## src/rtl/simple_mac_pkg.sv

```systemverilog
// Shared definitions for the MII receive and transmit MACs.
// State encodings, preamble/SFD nibbles and CRC-32 constants.
package simple_mac_pkg;

    localparam logic [1:0] ST_IDLE     = 2'd0;
    localparam logic [1:0] ST_PREAMBLE = 2'd1;
    localparam logic [1:0] ST_DATA     = 2'd2;
    localparam logic [1:0] ST_DROP     = 2'd3;

    localparam logic [3:0] PREAMBLE_NIBBLE = 4'h5;
    localparam logic [3:0] SFD_NIBBLE      = 4'hD;

    localparam logic [31:0] CRC32_POLY_REFL = 32'hEDB88320;
    localparam logic [31:0] CRC32_INIT      = 32'hFFFFFFFF;
    localparam logic [31:0] CRC32_RESIDUE   = 32'hDEBB20E3;

    typedef struct packed {
        logic [7:0] data;
        logic       sop;
        logic       eop;
        logic       err;
    } rx_beat_t;

endpackage

```

## src/rtl/simple_mac_rx_if.sv

```systemverilog
// MII receive pins plus the received byte stream and statistics.
// master = the MAC side, slave = PHY/host side.
interface simple_mac_rx_if;

    logic        eth_rxdv;
    logic        eth_rxer;
    logic [3:0]  eth_rxd;
    logic [7:0]  rx_data;
    logic        rx_valid;
    logic        rx_sop;
    logic        rx_eop;
    logic        rx_err;
    logic [15:0] stat_good;
    logic [15:0] stat_bad;

    modport master (
        input  eth_rxdv, eth_rxer, eth_rxd,
        output rx_data, rx_valid, rx_sop, rx_eop, rx_err,
        output stat_good, stat_bad
    );

    modport slave (
        output eth_rxdv, eth_rxer, eth_rxd,
        input  rx_data, rx_valid, rx_sop, rx_eop, rx_err,
        input  stat_good, stat_bad
    );

endinterface

```

## src/rtl/simple_mac_crc32_byte.sv

```systemverilog
// Combinational next-CRC for one byte, reflected CRC-32 (LSB first).
// Shared by the receive and transmit paths.
module simple_mac_crc32_byte
    import simple_mac_pkg::*;
(
    input  logic [31:0] crc_in,
    input  logic [7:0]  data,
    output logic [31:0] crc_out
);

    logic [31:0] c;

    // bit-serial CRC unrolled over the 8 data bits
    always_comb begin
        c = crc_in;
        for (int i = 0; i < 8; i++) begin
            c = (c >> 1) ^ ((c[0] ^ data[i]) ? CRC32_POLY_REFL : 32'h0);
        end
        crc_out = c;
    end

endmodule

```

## src/rtl/simple_mac_rx.sv

```systemverilog
// MII receive MAC: preamble strip, nibble assembly, FCS/length check.
// Optional statistics counters enabled by SIMPLE_MAC_RX_STATS_EN.
module simple_mac_rx
    import simple_mac_pkg::*;
#(
    parameter int MIN_FRAME = 64,
    parameter int MAX_FRAME = 1518
) (
    input  logic             eth_rxclk,
    input  logic             rst,
    simple_mac_rx_if.master  bus
);

    localparam logic [11:0] MIN_L = 12'(MIN_FRAME);
    localparam logic [11:0] MAX_L = 12'(MAX_FRAME);

    logic            dv;
    logic            er;
    logic [3:0]      rxd;
    logic [1:0]      state_q, state_d;
    logic            phase_q, phase_d;
    logic [3:0]      low_q, low_d;
    logic [11:0]     cnt_q, cnt_d;
    logic [31:0]     crc_q, crc_d;
    logic [31:0]     crc_nx;
    logic            rxer_q, rxer_d;
    logic            first_q, first_d;
    logic [4:0][7:0] dl_q, dl_d;
    logic            valid_q, valid_d;
    rx_beat_t        out_q, out_d;
    logic [7:0]      byte_w;
    logic            cnt_ge5;
    logic            end_err;

    assign dv      = bus.eth_rxdv;
    assign er      = bus.eth_rxer;
    assign rxd     = bus.eth_rxd;
    assign byte_w  = {rxd, low_q};
    assign cnt_ge5 = (cnt_q >= 12'd5);
    // dangling nibble (phase 1) at frame end means misalignment
    assign end_err = rxer_q | (crc_q != CRC32_RESIDUE)
                   | (cnt_q < MIN_L) | phase_q;

    simple_mac_crc32_byte u_crc (
        .crc_in  (crc_q),
        .data    (byte_w),
        .crc_out (crc_nx)
    );

    // framing FSM, byte assembly, 5-byte FCS delay line and emission
    always_comb begin
        state_d = state_q;
        phase_d = phase_q;
        low_d   = low_q;
        cnt_d   = cnt_q;
        crc_d   = crc_q;
        rxer_d  = rxer_q;
        first_d = first_q;
        dl_d    = dl_q;
        valid_d = 1'b0;
        out_d   = '0;
        unique case (state_q)
            ST_IDLE: begin
                if (dv) begin
                    if (rxd == PREAMBLE_NIBBLE) state_d = ST_PREAMBLE;
                    else                        state_d = ST_DROP;
                end
            end
            ST_PREAMBLE: begin
                if (!dv) begin
                    state_d = ST_IDLE;
                end else if (rxd == SFD_NIBBLE) begin
                    state_d = ST_DATA;
                    phase_d = 1'b0;
                    cnt_d   = 12'd0;
                    crc_d   = CRC32_INIT;
                    rxer_d  = 1'b0;
                    first_d = 1'b1;
                end else if (rxd != PREAMBLE_NIBBLE) begin
                    state_d = ST_DROP;
                end
            end
            ST_DATA: begin
                if (!dv) begin
                    state_d = ST_IDLE;
                    first_d = 1'b0;
                    if (cnt_ge5) begin
                        valid_d    = 1'b1;
                        out_d.data = dl_q[4];
                        out_d.sop  = first_q;
                        out_d.eop  = 1'b1;
                        out_d.err  = end_err;
                    end
                end else begin
                    if (er) rxer_d = 1'b1;
                    if (!phase_q) begin
                        low_d   = rxd;
                        phase_d = 1'b1;
                    end else begin
                        phase_d = 1'b0;
                        crc_d   = crc_nx;
                        cnt_d   = cnt_q + 12'd1;
                        dl_d    = {dl_q[3:0], byte_w};
                        if (cnt_ge5) begin
                            valid_d    = 1'b1;
                            out_d.data = dl_q[4];
                            out_d.sop  = first_q;
                            first_d    = 1'b0;
                            if (cnt_q == MAX_L) begin
                                out_d.eop = 1'b1;
                                out_d.err = 1'b1;
                                state_d   = ST_DROP;
                            end
                        end
                    end
                end
            end
            default: begin
                if (!dv) state_d = ST_IDLE;
            end
        endcase
    end

    // state and output registers
    always_ff @(posedge eth_rxclk) begin
        if (rst) begin
            state_q <= ST_DROP;
            phase_q <= 1'b0;
            low_q   <= 4'h0;
            cnt_q   <= 12'd0;
            crc_q   <= CRC32_INIT;
            rxer_q  <= 1'b0;
            first_q <= 1'b0;
            dl_q    <= '0;
            valid_q <= 1'b0;
            out_q   <= '0;
        end else begin
            state_q <= state_d;
            phase_q <= phase_d;
            low_q   <= low_d;
            cnt_q   <= cnt_d;
            crc_q   <= crc_d;
            rxer_q  <= rxer_d;
            first_q <= first_d;
            dl_q    <= dl_d;
            valid_q <= valid_d;
            out_q   <= out_d;
        end
    end

    assign bus.rx_valid = valid_q;
    assign bus.rx_data  = out_q.data;
    assign bus.rx_sop   = out_q.sop;
    assign bus.rx_eop   = out_q.eop;
    assign bus.rx_err   = out_q.err;

`ifdef SIMPLE_MAC_RX_STATS_EN
    logic [15:0] good_q, bad_q;
    logic        ev_good, ev_bad;
    logic        idle_err, runt_end, eop_now;

    assign idle_err = (state_q == ST_IDLE) & dv & (rxd != PREAMBLE_NIBBLE);
    assign runt_end = (state_q == ST_DATA) & ~dv & ~cnt_ge5;
    assign eop_now  = valid_d & out_d.eop;
    assign ev_good  = eop_now & ~out_d.err;
    assign ev_bad   = (eop_now & out_d.err) | idle_err | runt_end;

    // saturating per-frame good/bad counters
    always_ff @(posedge eth_rxclk) begin
        if (rst) begin
            good_q <= 16'h0;
            bad_q  <= 16'h0;
        end else begin
            if (ev_good && good_q != 16'hFFFF) good_q <= good_q + 16'h1;
            if (ev_bad && bad_q != 16'hFFFF)   bad_q  <= bad_q + 16'h1;
        end
    end

    assign bus.stat_good = good_q;
    assign bus.stat_bad  = bad_q;
`else
    assign bus.stat_good = 16'h0;
    assign bus.stat_bad  = 16'h0;
`endif

endmodule

```

## src/flat_wrapper.sv

```systemverilog
// flat-port wrapper written by rule: the top's interface ports become plain ports
module simple_mac_rx_flat import simple_mac_pkg::*;
#(
    parameter int MIN_FRAME = 64,
    parameter int MAX_FRAME = 1518
)
  (eth_rxclk, rst, bus_eth_rxdv, bus_eth_rxer, bus_eth_rxd, bus_rx_data, bus_rx_valid, bus_rx_sop, bus_rx_eop, bus_rx_err, bus_stat_good, bus_stat_bad);
  simple_mac_rx_if bus_i ();
  input  logic eth_rxclk;
  input  logic rst;
  input wire logic [$bits(bus_i.eth_rxdv)-1:0] bus_eth_rxdv;
  input wire logic [$bits(bus_i.eth_rxer)-1:0] bus_eth_rxer;
  input wire logic [$bits(bus_i.eth_rxd)-1:0] bus_eth_rxd;
  output wire logic [$bits(bus_i.rx_data)-1:0] bus_rx_data;
  output wire logic [$bits(bus_i.rx_valid)-1:0] bus_rx_valid;
  output wire logic [$bits(bus_i.rx_sop)-1:0] bus_rx_sop;
  output wire logic [$bits(bus_i.rx_eop)-1:0] bus_rx_eop;
  output wire logic [$bits(bus_i.rx_err)-1:0] bus_rx_err;
  output wire logic [$bits(bus_i.stat_good)-1:0] bus_stat_good;
  output wire logic [$bits(bus_i.stat_bad)-1:0] bus_stat_bad;
  assign bus_i.eth_rxdv = bus_eth_rxdv;
  assign bus_i.eth_rxer = bus_eth_rxer;
  assign bus_i.eth_rxd = bus_eth_rxd;
  assign bus_rx_data = bus_i.rx_data;
  assign bus_rx_valid = bus_i.rx_valid;
  assign bus_rx_sop = bus_i.rx_sop;
  assign bus_rx_eop = bus_i.rx_eop;
  assign bus_rx_err = bus_i.rx_err;
  assign bus_stat_good = bus_i.stat_good;
  assign bus_stat_bad = bus_i.stat_bad;
  simple_mac_rx #(.MIN_FRAME(MIN_FRAME), .MAX_FRAME(MAX_FRAME)) u_core (.eth_rxclk(eth_rxclk), .rst(rst), .bus(bus_i));
endmodule
```

## config.mk

```make
export PLATFORM = sky130hd
export DESIGN_NAME = simple_mac_rx_flat
export DESIGN_NICKNAME = d
export VERILOG_FILES = /design/src/rtl/simple_mac_pkg.sv /design/src/rtl/simple_mac_rx_if.sv /design/src/rtl/simple_mac_crc32_byte.sv /design/src/rtl/simple_mac_rx.sv /design/src/flat_wrapper.sv
export SDC_FILE = /design/constraint.sdc
export NUM_CORES = 1
export LEC_CHECK = 0
export BUFFER_PORTS_ARGS = -buffer_cell sky130_fd_sc_hd__buf_4
export CAP_MARGIN = 20
export CORE_MARGIN = 2
export CORE_UTILIZATION = 55
export DETAILED_ROUTE_END_ITERATION = 10
export PLACE_DENSITY = 0.75
export SYNTH_ARGS = -nofsm -noshare
export SYNTH_HDL_FRONTEND = slang
export SYNTH_HIERARCHICAL = 1
export SYNTH_SLANG_ARGS = --single-unit
```

## constraint.sdc

```tcl
create_clock -name eth_rxclk -period 2.85 [get_ports eth_rxclk]
set_clock_uncertainty 0.2 [all_clocks]
set_input_delay 0.4275 -clock eth_rxclk [delete_from_list [all_inputs] [get_ports eth_rxclk]]
set_output_delay 0.4275 -clock eth_rxclk [all_outputs]
set_load 0.03 [all_outputs]
```

==> impl_metrics.py, run 1 <==
metrics = {
    "clock_tree": {
        "clockBufferDepth": 2,
        "post_cts_buffers": 0,
        "numCtsBuffers": 9,
        "ctsHoldBuffers": 0,
        "cts_htree_levels": 3,
        "clock_sinks": 105,
        "cts-root-buf": "clkbuf_8",
        "clk_pin_slew_ps": 100,
        "cts_tree": "built",
        "post_cts_resize_count": 0,
        "insertion_delay_ps": 380,
    },
    "sta": {
        "period_share": 0.824,
        "fin_crit_ps": 2350,
        "rsz0062_at_grt": "no",
        "worst_pin_slew_ps": 747,
        "max_freq_mhz": 426,
        "tns_ps": 0,
        "final-setup-viol-count": 0,
        "maxSlewViolCount": 0,
        "hold_viol": 0,
        "slew_headroom": 0.501,
        "setup_slack_ps": 500,
    },
    "synth": {
        "synth_top_family_by_area": "simple AND/OR/NAND/NOR gates",
        "yosys.area_share.adder": 0.00951,
        "synth-simple-area-share": 0.200,
        "synth_edf_count": 0,
        "synth_top_cells_by_count": "nand2_1, dfxtp_1, a21oi_1",
        "yosysTopAreaCell": "dfxtp_1",
        "synthXorXnorAreaFrac": 0.184,
        "yosysWarnings": 6,
        "synth_top_flop_cell": "dfxtp_1",
        "synth-async-reset-ratio": 0,
        "netlist_instances": 584,
        "synth_compound_area_frac": 0.121,
        "yosys-top-cells-area": "dfxtp_1, nand2_1, a21oi_1",
        "synth_area_um2": 5260,
        "yosysMostFrequentCell": "nand2_1",
        "synth_top_area_share": 0.399,
        "avgSynthCellArea_um2": 9.01,
        "synthMuxAreaShare": 0.00951,
        "ys_seq_elements": 105,
        "synth_cell_types": 56,
        "seq_area_frac_synth": 0.399,
    },
    "critical_path": {
        "critPathMaxStageDelay_ps": 720,
        "cp_num_buf_inv": 1,
        "crit_required_ps": 2920,
        "cp-start-kind": "register",
        "critical_path.top_delay_family": "compound AO/OA/AOI/OAI gates",
        "cp_max_fo": 10,
        "worstSetupEndpointType": "register",
        "path_class": "register to register",
        "crit_arrival_ps": 2420,
        "crit_chain": "inv_1 > ha_1 > nand2b_1 > a2111oi_1 > a211oi_2 > and2_1",
        "critPathSlowestCell": "a2111oi_1",
    },
    "outcome": {
        "status": "complete, no violations",
    },
    "placed_design": {
        "gp_congestion": 0.877,
        "pre_cts_ws_ps": 508,
        "port_buffers": 19,
        "hpwl_mm": 7.11,
    },
    "detailed_routing": {
        "drt-pass1-iter-count": 4,
        "drtIter0Drc": 186,
        "post_drt_wl_per_cell_um": 14.3,
        "vias": 3816,
        "antenna_left": 0,
        "via_per_inst": 5.26,
        "drt_wl_total_mm": 10.4,
        "drc_errors": 0,
    },
    "finish": {
        "drive_above_1_share": 0.111,
        "antenna_cells": 0,
        "area_growth_pct": 6.06,
        "nNetsFinal": 603,
    },
    "power": {
        "ir_drop_uv": 349,
        "p_per_area_nw_per_um2": 512,
        "leakage_nw": 2.32,
    },
    "global_route": {
        "grt_pass1_wl_mm": 17.2,
        "grt_pass1_vias": 3543,
        "grt_max_degree": 55,
        "grt_usage": 0.213,
        "gr-total-overflow": 0,
        "antenna_found_initial": 0,
    },
    "worst_hold_path": {
        "min_path_type": "input pin to register",
    },
    "floorplan": {
        "core_um2": 9280,
        "rows": 35,
        "io_pins": 52,
        "die-area_um2": 10400,
        "initial_utilization": 0.567,
        "die_h_um": 102,
        "die-width_um": 102,
    },
    "flow_run": {
        "max_cap_violations": 0,
    },
}
[state kept, by name (all words and copies together) (netlist names)]
register	cells
u_core/crc_q	32
u_core/phase_q	1
u_core/first_q	1
u_core/bus.rx_valid	1
u_core/low_q	4
u_core/bus.rx_err	1
u_core/rxer_q	1
u_core/cnt_q	12
u_core/state_q	2
u_core/bus.rx_sop	1
u_core/bus.rx_data	8
u_core/bus.rx_eop	1
u_core/dl_q	40
[logic make-up after synthesis]
logic type | after synthesis
buf+inv | 69
flops | 105
fa+ha+maj | 4
xor+xnor | 65
simple gates | 223
other cells | 1
compound gates | 112
mux | 5
[area by class of cell]
type / instances / area [um2]
repair buffers: 29 / 218
clock buffers: 11 / 151
well taps: 129 / 161
flip-flops and latches: 105 / 2100
fillers: 838 / 3700
multi-input cells: 441 / 2890
inverters: 5 / 18.8
clock inverters: 5 / 46.3
[worst paths after layout]
check | from | to | slack, ps | cells past startpoint
worst max-delay path | u_core/cnt_q[1] | u_core/bus.rx_data[6] | 500 | 6
worst min-delay path | bus_eth_rxd[1] | u_core/dl_q[5] | 150 | 3
worst max register to register | u_core/cnt_q[1] | u_core/bus.rx_data[6] | 500 | 6
worst min register to register | u_core/dl_q[4] | u_core/dl_q[12] | 250 | 2
[power breakdown]
part	internal (mW)	total (mW)	leakage [nW]	switching, mW
logic	0.219	0.453	1.37	0.235
registers	1.48	1.51	0.848	0.0239
clock network	0.381	0.901	0.0960	0.520
[metal layers]
layer	vias to the layer above	share of wire	track usage	routed length (um)
li1	1915	-	-	-
met1	1794	0.46	0.284	4820
met2	97	0.47	0.340	4850
met3	10	0.055	0.0588	571
met4	0	0.012	0.0636	127
met5	-	0	0	0
[worst min-delay path, cell delays in order]
cell	delay, ps
buf_4	130
nand2_1	60
a21oi_1	50
[through the flow]
stage | utilization | hold WS (ps) | cell area [um2] | total power, mW | std cells
4_1_cts | 0.601 | 132 | 5580 | 2.90 | 725
2_1_floorplan | - | 230 | 5380 | 1.95 | 615
3_5_place_dp | 0.580 | 243 | 5390 | 1.99 | 709
3_3_place_gp | 0.580 | 235 | 5390 | 1.99 | 709
6_report | 0.601 | 153 | 5580 | 2.86 | 725
5_1_grt | 0.601 | 153 | 5580 | 2.99 | 725
[layout by cell type, fill, tap and decap left out, types with 3 or more instances in the layout]
cell	n
dfxtp_1	105
xnor2_4	6
ha_1	4
o21ai_0	35
nor4bb_1	5
nand3_1	10
nand2_1	118
inv_1	5
nor2_1	37
xnor2_1	30
o31ai_1	7
nand2b_1	3
or3_1	3
clkbuf_8	11
xnor3_1	8
nor4_1	3
and4b_1	3
a21o_1	4
nand4_1	10
xor3_4	4
a21oi_1	54
and2_1	10
mux2i_1	5
xor2_1	9
buf_4	29
or4_1	5
conb_1	32
nor3_1	3
Power figures use the tool's default switching activity.
==> run 2, diff against run 1 <==
- ABC_AREA: default -> 1
- CORE_UTILIZATION: 55 -> 54
- PLACE_DENSITY: 0.75 -> 0.76
- clock period: 2.85 -> 2.1 ns (I/O delays scaled with it)
==> impl_metrics.py, run 2 <==
metrics = {
    "worst_hold_path": {
        "hold_start": "bus_eth_rxd[1]",
        "hold_depth": 3,
        "min_path_type": "input pin to register",
        "holdPathEnd": "u_core/dl_q[5]",
    },
    "critical_path": {
        "rr_endpoint": "u_core/crc_q[17]",
        "worstSetupEndpointType": "register",
        "crit_start": "u_core/crc_q[4]",
        "cp_max_fo": 5,
        "crit_required_ps": 2180,
        "crit_arrival_ps": 2100,
        "cp-start-kind": "register",
        "path_class": "register to register",
        "r2r_cells": 10,
        "reg2reg_setup_slack_ps": 80,
        "reg2reg_from": "u_core/crc_q[4]",
    },
    "detailed_routing": {
        "drt_wl_total_mm": 12.0,
        "post_drt_wl_per_cell_um": 12.7,
        "drt-pass1-iter-count": 5,
        "drtIter0Drc": 274,
        "drc_errors": 0,
        "via_per_inst": 5.01,
        "vias": 4728,
        "antenna_left": 0,
    },
    "sta": {
        "tns_ps": 0,
        "max_freq_mhz": 495,
        "maxSlewViolCount": 0,
        "fin_crit_ps": 2020,
        "final-setup-viol-count": 0,
        "setup_slack_ps": 79.5,
        "period_share": 0.962,
        "hold_viol": 0,
        "whs_ps": 22.5,
        "rsz0062_at_grt": "no",
    },
    "synth": {
        "synth_top_area_share": 0.373,
        "synth_cell_types": 38,
        "synth_top_cells_by_count": "nand2_1, nor2_1, dfxtp_1",
        "yosysWarnings": 6,
        "netlist_instances": 790,
        "yosysTopAreaCell": "dfxtp_1",
        "avgSynthCellArea_um2": 7.14,
        "ys_seq_elements": 105,
        "synth-async-reset-ratio": 0,
        "synth_edf_count": 0,
        "yosysMostFrequentCell": "nand2_1",
        "synth_area_um2": 5640,
        "yosys-top-cells-area": "dfxtp_1, nand2_1, nor2_1",
        "synth_top_flop_cell": "dfxtp_1",
        "seq_area_frac_synth": 0.373,
    },
    "power": {
        "ir_drop_uv": 551,
        "leakage_nw": 2.88,
        "finalPower_mw": 5.76,
        "p_per_area_nw_per_um2": 969,
    },
    "floorplan": {
        "die_h_um": 106,
        "die-area_um2": 11300,
        "rows": 37,
        "core_um2": 10200,
        "io_pins": 52,
        "initial_utilization": 0.551,
        "die-width_um": 106,
    },
    "clock_tree": {
        "numCtsBuffers": 9,
        "cts_tree": "built",
        "cts_htree_levels": 3,
        "clockBufferDepth": 2,
        "clk_pin_slew_ps": 120,
        "cts-root-buf": "clkbuf_8",
        "insertion_delay_ps": 390,
        "clock_sinks": 105,
        "post_cts_resize_count": 0,
    },
    "finish": {
        "antenna_cells": 0,
        "reg.largest.list": "u_core/dl_q: 40 flops, u_core/crc_q: 32 flops, u_core/cnt_q: 12 flops",
        "largest_register": "u_core/dl_q",
        "nNetsFinal": 815,
        "stdcell_area_um2": 5950,
        "multi_input_area_um2": 2970,
        "fin_cells": 944,
        "final_common_cell": "nand2_1",
        "utilization": 0.582,
        "area_growth_pct": 5.53,
        "final_cell_mix": "nand2_1, nor2_1, dfxtp_1, inv_1, nand3_1",
        "largest_reg_flops": 40,
        "drive_above_1_share": 0.124,
        "seqCellArea_um2": 2100,
        "fill_cells": 992,
    },
    "flow_run": {
        "max_cap_violations": 0,
    },
    "placed_design": {
        "dp.cells": 927,
        "pre_cts_ws_ps": 101,
        "placed_area_um2": 5740,
        "port_buffers": 19,
        "hpwl_mm": 8.64,
        "gp_congestion": 0.898,
    },
    "global_route": {
        "gr-total-overflow": 0,
        "antenna_found_initial": 0,
        "grt_pass1_vias": 4312,
        "grt_usage": 0.224,
        "grt_max_degree": 47,
        "grt_pass1_wl_mm": 20.0,
    },
    "outcome": {
        "status": "complete, no violations",
    },
}
[run 2: final cells by class]
class	instances	area share
multi-input cells	580	0.499
flip-flops and latches	105	0.353
inverters	82	0.0532
repair buffers	25	0.0320
well taps	136	0.0286
clock buffers	9	0.0208
clock inverters	7	0.0135
[run 2: what timing repair did]
item                                   in CTS  in global routing
hold buffers                                1                  0
setup buffers                               0                  0
endpoints found under the hold margin       2                  0
[run 2: per-layer routing]
metal  vias to the layer above  GRT usage  part of all wire
met5                         -          0                 0
met4                         0     0.0912             0.020
met3                        20     0.0558             0.051
met2                       106      0.376              0.49
met1                      2175      0.274              0.44
li1                       2427          -                 -
[run 2: kinds of logic after synthesis]
logic type      Yosys count  synth area share
compound gates           85            0.0761
simple gates            409             0.334
other cells               1          0.000665
buf+inv                 136             0.122
flops                   105             0.373
fa+ha+maj                 4           0.00888
xor+xnor                 50            0.0863
[run 2: how the worst max path moves through the flow]
stage	end	slack, ps
2_1_floorplan	u_core/crc_q[17]	500
3_3_place_gp	u_core/crc_q[17]	180
3_5_place_dp	u_core/crc_q[17]	100
4_1_cts	u_core/crc_q[17]	130
5_1_grt	u_core/crc_q[17]	4
6_report	u_core/crc_q[17]	80
[run 2: report_power, final]
part	internal, mW	leakage (nW)	switching (mW)
logic	0.747	1.93	1.45
registers	2.15	0.850	0.154
clock network	0.474	0.0994	0.789
[run 2: critical path, stage by stage (launching register included)]
cell and delay, ps:
dfxtp_1 430, inv_1 100, nand2_1 70, nand2_1 160, nand2_1 200, nand3_2 130
nand2_2 120, xor2_1 150, inv_1 60, o21ai_0 180, o21ai_0 100
